==> config.mk <==
export PLATFORM = sky130hd
export DESIGN_NAME = clint_ctrl
export DESIGN_NICKNAME = d
export VERILOG_FILES = /design/src/rtl/clint_ctrl_pkg.sv /design/src/rtl/clint_ctrl.sv
export SDC_FILE = /design/constraint.sdc
export NUM_CORES = 1
export LEC_CHECK = 0
export CAP_MARGIN = 5
export CELL_PAD_IN_SITES_DETAIL_PLACEMENT = 1
export CELL_PAD_IN_SITES_GLOBAL_PLACEMENT = 2
export CORE_AREA = 2 2 146 148
export CTS_CLUSTER_DIAMETER = 40
export CTS_CLUSTER_SIZE = 10
export DETAILED_ROUTE_END_ITERATION = 6
export DIE_AREA = 0 0 148 150
export PLACE_DENSITY_LB_ADDON = 0.1
export SETUP_SLACK_MARGIN = 0.4
export SKIP_CTS_REPAIR_TIMING = 1
export SLEW_MARGIN = 20
export SYNTH_ARGS = -nofsm -noshare
export SYNTH_HDL_FRONTEND = slang
export SYNTH_SLANG_ARGS = --single-unit
==> constraint.sdc <==
create_clock -name clk -period 2.6 [get_ports clk]
set_input_delay 0.52 -clock clk [delete_from_list [all_inputs] [get_ports clk]]
set_output_delay 0.52 -clock clk [all_outputs]
set_load 0.01 [all_outputs]
==> src/rtl/clint_ctrl_pkg.sv <==
// ============================================================================
// Module      : clint_ctrl_pkg
// Description : Shared widths, CSR addresses, trap/return instruction
//               encodings, cause codes and state encodings for clint_ctrl.
// Revision    : 1.0 - initial release
// ============================================================================
`default_nettype none

package clint_ctrl_pkg;

   localparam int CPU_WIDTH = 32;

   // Machine-mode CSR addresses touched by the trap sequencer
   localparam logic [11:0] c_CSR_MEPC    = 12'h341;
   localparam logic [11:0] c_CSR_MCAUSE  = 12'h342;
   localparam logic [11:0] c_CSR_MSTATUS = 12'h300;
   localparam logic [11:0] c_CSR_MTVEC   = 12'h305;

   // Full 32-bit encodings of the system instructions that redirect flow
   localparam logic [CPU_WIDTH-1:0] c_INST_ECALL  = 32'h0000_0073;
   localparam logic [CPU_WIDTH-1:0] c_INST_EBREAK = 32'h0010_0073;
   localparam logic [CPU_WIDTH-1:0] c_INST_MRET   = 32'h3020_0073;

   // mcause values; every trap cause is nonzero
   localparam logic [CPU_WIDTH-1:0] c_CAUSE_ECALL  = 32'd11;
   localparam logic [CPU_WIDTH-1:0] c_CAUSE_EBREAK = 32'd3;
   localparam logic [CPU_WIDTH-1:0] c_CAUSE_EXTINT = 32'h8000_000B;

   // mstatus bit positions
   localparam int c_MIE_BIT  = 3;
   localparam int c_MPIE_BIT = 7;

   typedef enum logic [2:0] {
      S_IDLE    = 3'd0,
      S_MEPC    = 3'd1,
      S_MCAUSE  = 3'd2,
      S_MSTATUS = 3'd3,
      S_MRET    = 3'd4,
      S_ASSERT  = 3'd5
   } state_t;

   // Trap entry: MPIE takes the old MIE, MIE is cleared
   function automatic logic [CPU_WIDTH-1:0] trap_mstatus(input logic [CPU_WIDTH-1:0] ms);
      logic [CPU_WIDTH-1:0] v;
      v             = ms;
      v[c_MPIE_BIT] = ms[c_MIE_BIT];
      v[c_MIE_BIT]  = 1'b0;
      return v;
   endfunction

   // Trap return: MIE restored from MPIE, MPIE set
   function automatic logic [CPU_WIDTH-1:0] mret_mstatus(input logic [CPU_WIDTH-1:0] ms);
      logic [CPU_WIDTH-1:0] v;
      v             = ms;
      v[c_MIE_BIT]  = ms[c_MPIE_BIT];
      v[c_MPIE_BIT] = 1'b1;
      return v;
   endfunction

endpackage

`default_nettype wire

==> src/rtl/clint_ctrl.sv <==
// ============================================================================
// Module      : clint_ctrl
// Description : Core-local interrupt controller. Detects ECALL, EBREAK, MRET
//               and external interrupts in execute, stalls the pipeline,
//               sequences the mepc/mcause/mstatus CSR writes and issues a
//               one-cycle redirect to mtvec (trap) or mepc (return).
// Revision    : 1.0 - initial release
// ============================================================================
`default_nettype none

module clint_ctrl
   import clint_ctrl_pkg::*;
(
   input  logic                 clk,
   input  logic                 rst_n,
   input  logic [CPU_WIDTH-1:0] inst_i,
   input  logic [CPU_WIDTH-1:0] inst_addr_i,
   input  logic                 jump_flag_i,
   input  logic [CPU_WIDTH-1:0] jump_addr_i,
   input  logic [7:0]           int_flag_i,
   input  logic                 alu_busy_i,
   input  logic [CPU_WIDTH-1:0] csr_mtvec_i,
   input  logic [CPU_WIDTH-1:0] csr_mepc_i,
   input  logic [CPU_WIDTH-1:0] csr_mstatus_i,
   output logic                 hold_flag_o,
   output logic                 int_assert_o,
   output logic [CPU_WIDTH-1:0] int_addr_o,
   output logic                 we_o,
   output logic [11:0]          waddr_o,
   output logic [CPU_WIDTH-1:0] wdata_o
);

   state_t               r_state;
   logic [CPU_WIDTH-1:0] r_pc;
   logic [CPU_WIDTH-1:0] r_cause;

   logic                 w_ecall;
   logic                 w_ebreak;
   logic                 w_mret;
   logic                 w_async;
   logic                 w_trigger;

   // Trigger decode; only acted upon while the sequencer is idle
   always_comb begin
      w_ecall   = (inst_i == c_INST_ECALL);
      w_ebreak  = (inst_i == c_INST_EBREAK);
      w_mret    = (inst_i == c_INST_MRET);
      w_async   = (|int_flag_i) && csr_mstatus_i[c_MIE_BIT] && !alu_busy_i;
      w_trigger = (r_state == S_IDLE) && (w_ecall || w_ebreak || w_mret || w_async);
   end

   // Stall in the detection cycle and for the whole sequence through ASSERT
   assign hold_flag_o = (r_state != S_IDLE) || w_trigger;

   // Sequencer state plus saved-PC and cause latches
   always_ff @(posedge clk or negedge rst_n) begin
      if (!rst_n) begin
         r_state <= S_IDLE;
         r_pc    <= '0;
         r_cause <= '0;
      end else begin
         case (r_state)
            S_IDLE: begin
               if (w_ecall || w_ebreak) begin
                  r_pc    <= inst_addr_i;
                  r_cause <= w_ecall ? c_CAUSE_ECALL : c_CAUSE_EBREAK;
                  r_state <= S_MEPC;
               end else if (w_mret) begin
                  // Zero cause marks the return path for the ASSERT target mux
                  r_cause <= '0;
                  r_state <= S_MRET;
               end else if (w_async) begin
                  // Resume at the branch target when the interrupted op redirects
                  r_pc    <= jump_flag_i ? jump_addr_i : inst_addr_i;
                  r_cause <= c_CAUSE_EXTINT;
                  r_state <= S_MEPC;
               end
            end
            S_MEPC:    r_state <= S_MCAUSE;
            S_MCAUSE:  r_state <= S_MSTATUS;
            S_MSTATUS: r_state <= S_ASSERT;
            S_MRET:    r_state <= S_ASSERT;
            S_ASSERT:  r_state <= S_IDLE;
            default:   r_state <= S_IDLE;
         endcase
      end
   end

   // CSR write port and redirect decoded from the current state
   always_comb begin
      we_o         = 1'b0;
      waddr_o      = '0;
      wdata_o      = '0;
      int_assert_o = 1'b0;
      int_addr_o   = '0;
      case (r_state)
         S_MEPC: begin
            we_o    = 1'b1;
            waddr_o = c_CSR_MEPC;
            wdata_o = r_pc;
         end
         S_MCAUSE: begin
            we_o    = 1'b1;
            waddr_o = c_CSR_MCAUSE;
            wdata_o = r_cause;
         end
         S_MSTATUS: begin
            we_o    = 1'b1;
            waddr_o = c_CSR_MSTATUS;
            wdata_o = trap_mstatus(csr_mstatus_i);
         end
         S_MRET: begin
            we_o    = 1'b1;
            waddr_o = c_CSR_MSTATUS;
            wdata_o = mret_mstatus(csr_mstatus_i);
         end
         S_ASSERT: begin
            int_assert_o = 1'b1;
            int_addr_o   = (r_cause == '0) ? csr_mepc_i : csr_mtvec_i;
         end
         default: ;
      endcase
   end

endmodule

`default_nettype wire

==> summary.md <==
The run finished with clean final reports. The smallest clock period supported by the final layout is computed as 2510 ps. The tools report the core occupancy in the finished layout as 0.358. The die covers 22200 um^2.

Synthesis instantiated 39 different standard cells from the library. The largest net degree at the start of global routing was 37. The commonest cells after synthesis are 203 x nand2_1, 38 x a21oi_1, 38 x dfrtp_1. The final setup violation count is 0. The routed design uses 10300 um of met2 wire. STA puts the critical path data arrival time at 1990 ps. Dividing the detail-routed wire length by the instance count gives 19.2 um. The final worst-path cycle share was 0.966; the overall via count from detail_route was 4745. STA classifies the critical path startpoint as an input pin. Critical path class: in2out. For this run the aggregate overflow at the end of global routing stands at 0. The tools report the initial cell density of the core as 0.157. In this run the vertical extent of the chip is 150 um. The core region is 20700 um^2.

The tools report the endpoint class of the critical path as a primary output. For the first-pass iteration count of the detailed router, the log shows 4. The tool flagged a number of max-cap violations equal to 0.

Of all cell types, the one taking the most synthesized area is dfrtp_1. The area growth from synthesis to layout is 128%. The post-synthesis sequential area ratio came out at 0.292.

The total half-perimeter wirelength after legalization and detailed placement came out at 13500 um. For the global-route wire length before repair, the log shows 26700 um. Clock-pin slew was measured on the worst setup and hold paths at 70 ps. The logs give 398 MHz for the maximum operating frequency and 0 for the final-report hold violation count. The number of antenna diodes in the final layout is 0. The cell count after synthesis was 477; the routed wire length was 20500 um. The commonest register cell after synthesis is dfrtp_1. The clock passes through at most 2 buffers. The worst hold path belongs to the class in2async. At the placement stage, the worst setup path has a slack of -697 ps. For the worst setup path, the data required time is 2080 ps. The proportion of synthesized flip-flops having asynchronous set or reset came out at 1.00. The total routing resource utilization after global routing was 0.152.

In this run, synthesis produced a sequential element count of 38. For the residual DRC count, the log shows 0. In this run the mean area of a mapped cell was 6.83 um^2. The share of the synthesized area in the top cell type is 0.292. The final count of pins violating max slew came out at 0. Clock latency on the worst-skew pair, taken at its later pin, is 290 ps. TritonCTS built the clock tree. The fill cell instance count of the final layout was 2440; the clock sink count was 38. Most common cell in the netlist: nand2_1. The tools report the number of buffers created by CTS as 5. In the final design database the tool counted 1000 nets. For the via count of the first global-routing pass, the log shows 4765. After detailed routing, the number of vias per cell comes to 4.43. Buffers placed on the I/O ports in this run total 275.

The synthesized netlist occupies a cell area of 3260 um^2. The post-route worst setup slack is 88.8 ps, and the final total power is 0.00508 W. The tools report the worst clock skew as 9.34 ps. By area the synthesized netlist is led by dfrtp_1 29%, nand2_1 23%, a32oi_1 8.6%, a22o_1 7.3%, a21oi_1 5.8%. Number of H-tree levels: 2. In this run the worst path has a maximum fanout of 2. Yosys mapped a number of flops with a built-in enable equal to 0. In the final layout, the multi-input gates occupy 2320 um^2. The leakage power was 3.76 nW.

The run gives 0 as the number of antenna violations at the first check in global routing. Setup repair after global routing could not meet its margin everywhere. The initial detailed-routing violation count came out at 109. The library cell used as clock root buffer is clkbuf_16. The logs give 0 for the remaining antenna violation count and 0.788 for the routability congestion estimate from global placement.

The share of post-route cells with drive strength above 1 was 0.289. From left edge to right edge, the die measures 148 um. For this run, the number of Yosys warnings is 0.

Summed over all nets, wire length on met3 after detailed routing comes to 1590 um. IR analysis of the VDD net gives a maximum drop of 0.254 mV. In the final layout, flip-flops and latches occupy 957 um^2.

The highest layer touched by signal routing is met4. The number of placement rows came out at 53. The met1 wire length was 8480 um; the number of top-level pins was 283. The power per cell area works out to 686 nW/um^2.
## worst paths after layout
check | startpoint | endpoint | slack [ps] | cells after the start
max | int_flag_i[5] | hold_flag_o | 90 | 6
min | rst_n | r_pc[9]$_DFFE_PN0P_ | 150 | 1
max reg2reg | r_state[1]$_DFFE_PN0P_ | r_pc[24]$_DFFE_PN0P_ | 700 | 8
min reg2reg | r_pc[29]$_DFFE_PN0P_ | r_pc[29]$_DFFE_PN0P_ | 530 | 2
max in group asynchronous | rst_n | r_state[1]$_DFFE_PN0P_ | 1700 | 2
min in group clk | r_pc[29]$_DFFE_PN0P_ | r_pc[29]$_DFFE_PN0P_ | 530 | 2
## metrics by stage
stage	instances	hold slack, ps	TNS (ps)	area (um^2)
detailed placement	1024	488	-2770	6510
floorplan	483	224	0	3280
CTS	1032	169	-3550	6660
global route	1072	180	0	7410
finish	1072	154	0	7410
global placement	1024	479	-1750	6510
## state kept, by name, indices dropped and copies added, names as in the netlist
name,flops
r_cause,3
r_pc,32
r_state,3
## per-layer routing
metal | GRT usage | vias to the layer above
li1 | - | 2243
met1 | 0.185 | 2286
met2 | 0.270 | 205
met3 | 0.0442 | 11
met4 | 0.0238 | 0
met5 | 0 | -
## cell families (layout without fill, tap and decap cells)
logic type	count (synthesis)	count (layout)	share of synthesized area
DFF	38	38	0.292
buffers and inverters	81	395	0.116
and+or+nand+nor	239	239	0.323
other	1	7	0.00115
AOI/OAI and AO/OA	117	117	0.264
muxes	1	1	0.00346
## placed cells by master, fill, tap and decap left out, types with 3 or more instances in the layout
cell type,netlist,routed
nor2_1,3,3
nor2b_4,0,4
inv_1,34,34
a21oi_1,38,30
nor4_2,1,3
buf_4,11,41
o21ai_1,0,3
dfrtp_2,0,5
nor3_4,0,3
clkbuf_16,0,15
dfrtp_1,38,33
buf_6,3,17
buf_12,0,11
conb_1,1,7
buf_2,8,43
a21oi_2,0,7
a32oi_1,32,32
dlymetal6s2s_1,0,36
nand2_2,0,14
nor4_4,2,3
a22o_1,27,27
nand2_1,203,171
clkbuf_2,0,18
o21ai_0,6,3
nand2_4,0,18
clkdlybuf4s50_1,0,173
buf_8,0,4
or3_4,0,3
## report_power, final
group	total (W)	internal (W)	switching, W
registers	0.00108	0.000853	0.000230
clock network	0.000653	0.000381	0.000272
logic	0.00335	0.00180	0.00155
total	0.00508	0.00303	0.00205
## critical path, cell delays in order
cell             delay (ps)
clkdlybuf4s50_1         440
nor4_2                  310
buf_4                   170
a21oi_4                  50
or3_4                   360
buf_6                   140
## final cells by class
| type | count | share of cell area |
|---|---|---|
| sequential | 38 | 0.129 |
| tap | 275 | 0.0464 |
| inverter | 34 | 0.0172 |
| clock buffer | 6 | 0.0187 |
| timing repair buffer | 353 | 0.474 |
| clock inverter | 2 | 0.00169 |
| multi-input combinational | 364 | 0.312 |
Power figures use the tool's default switching activity.
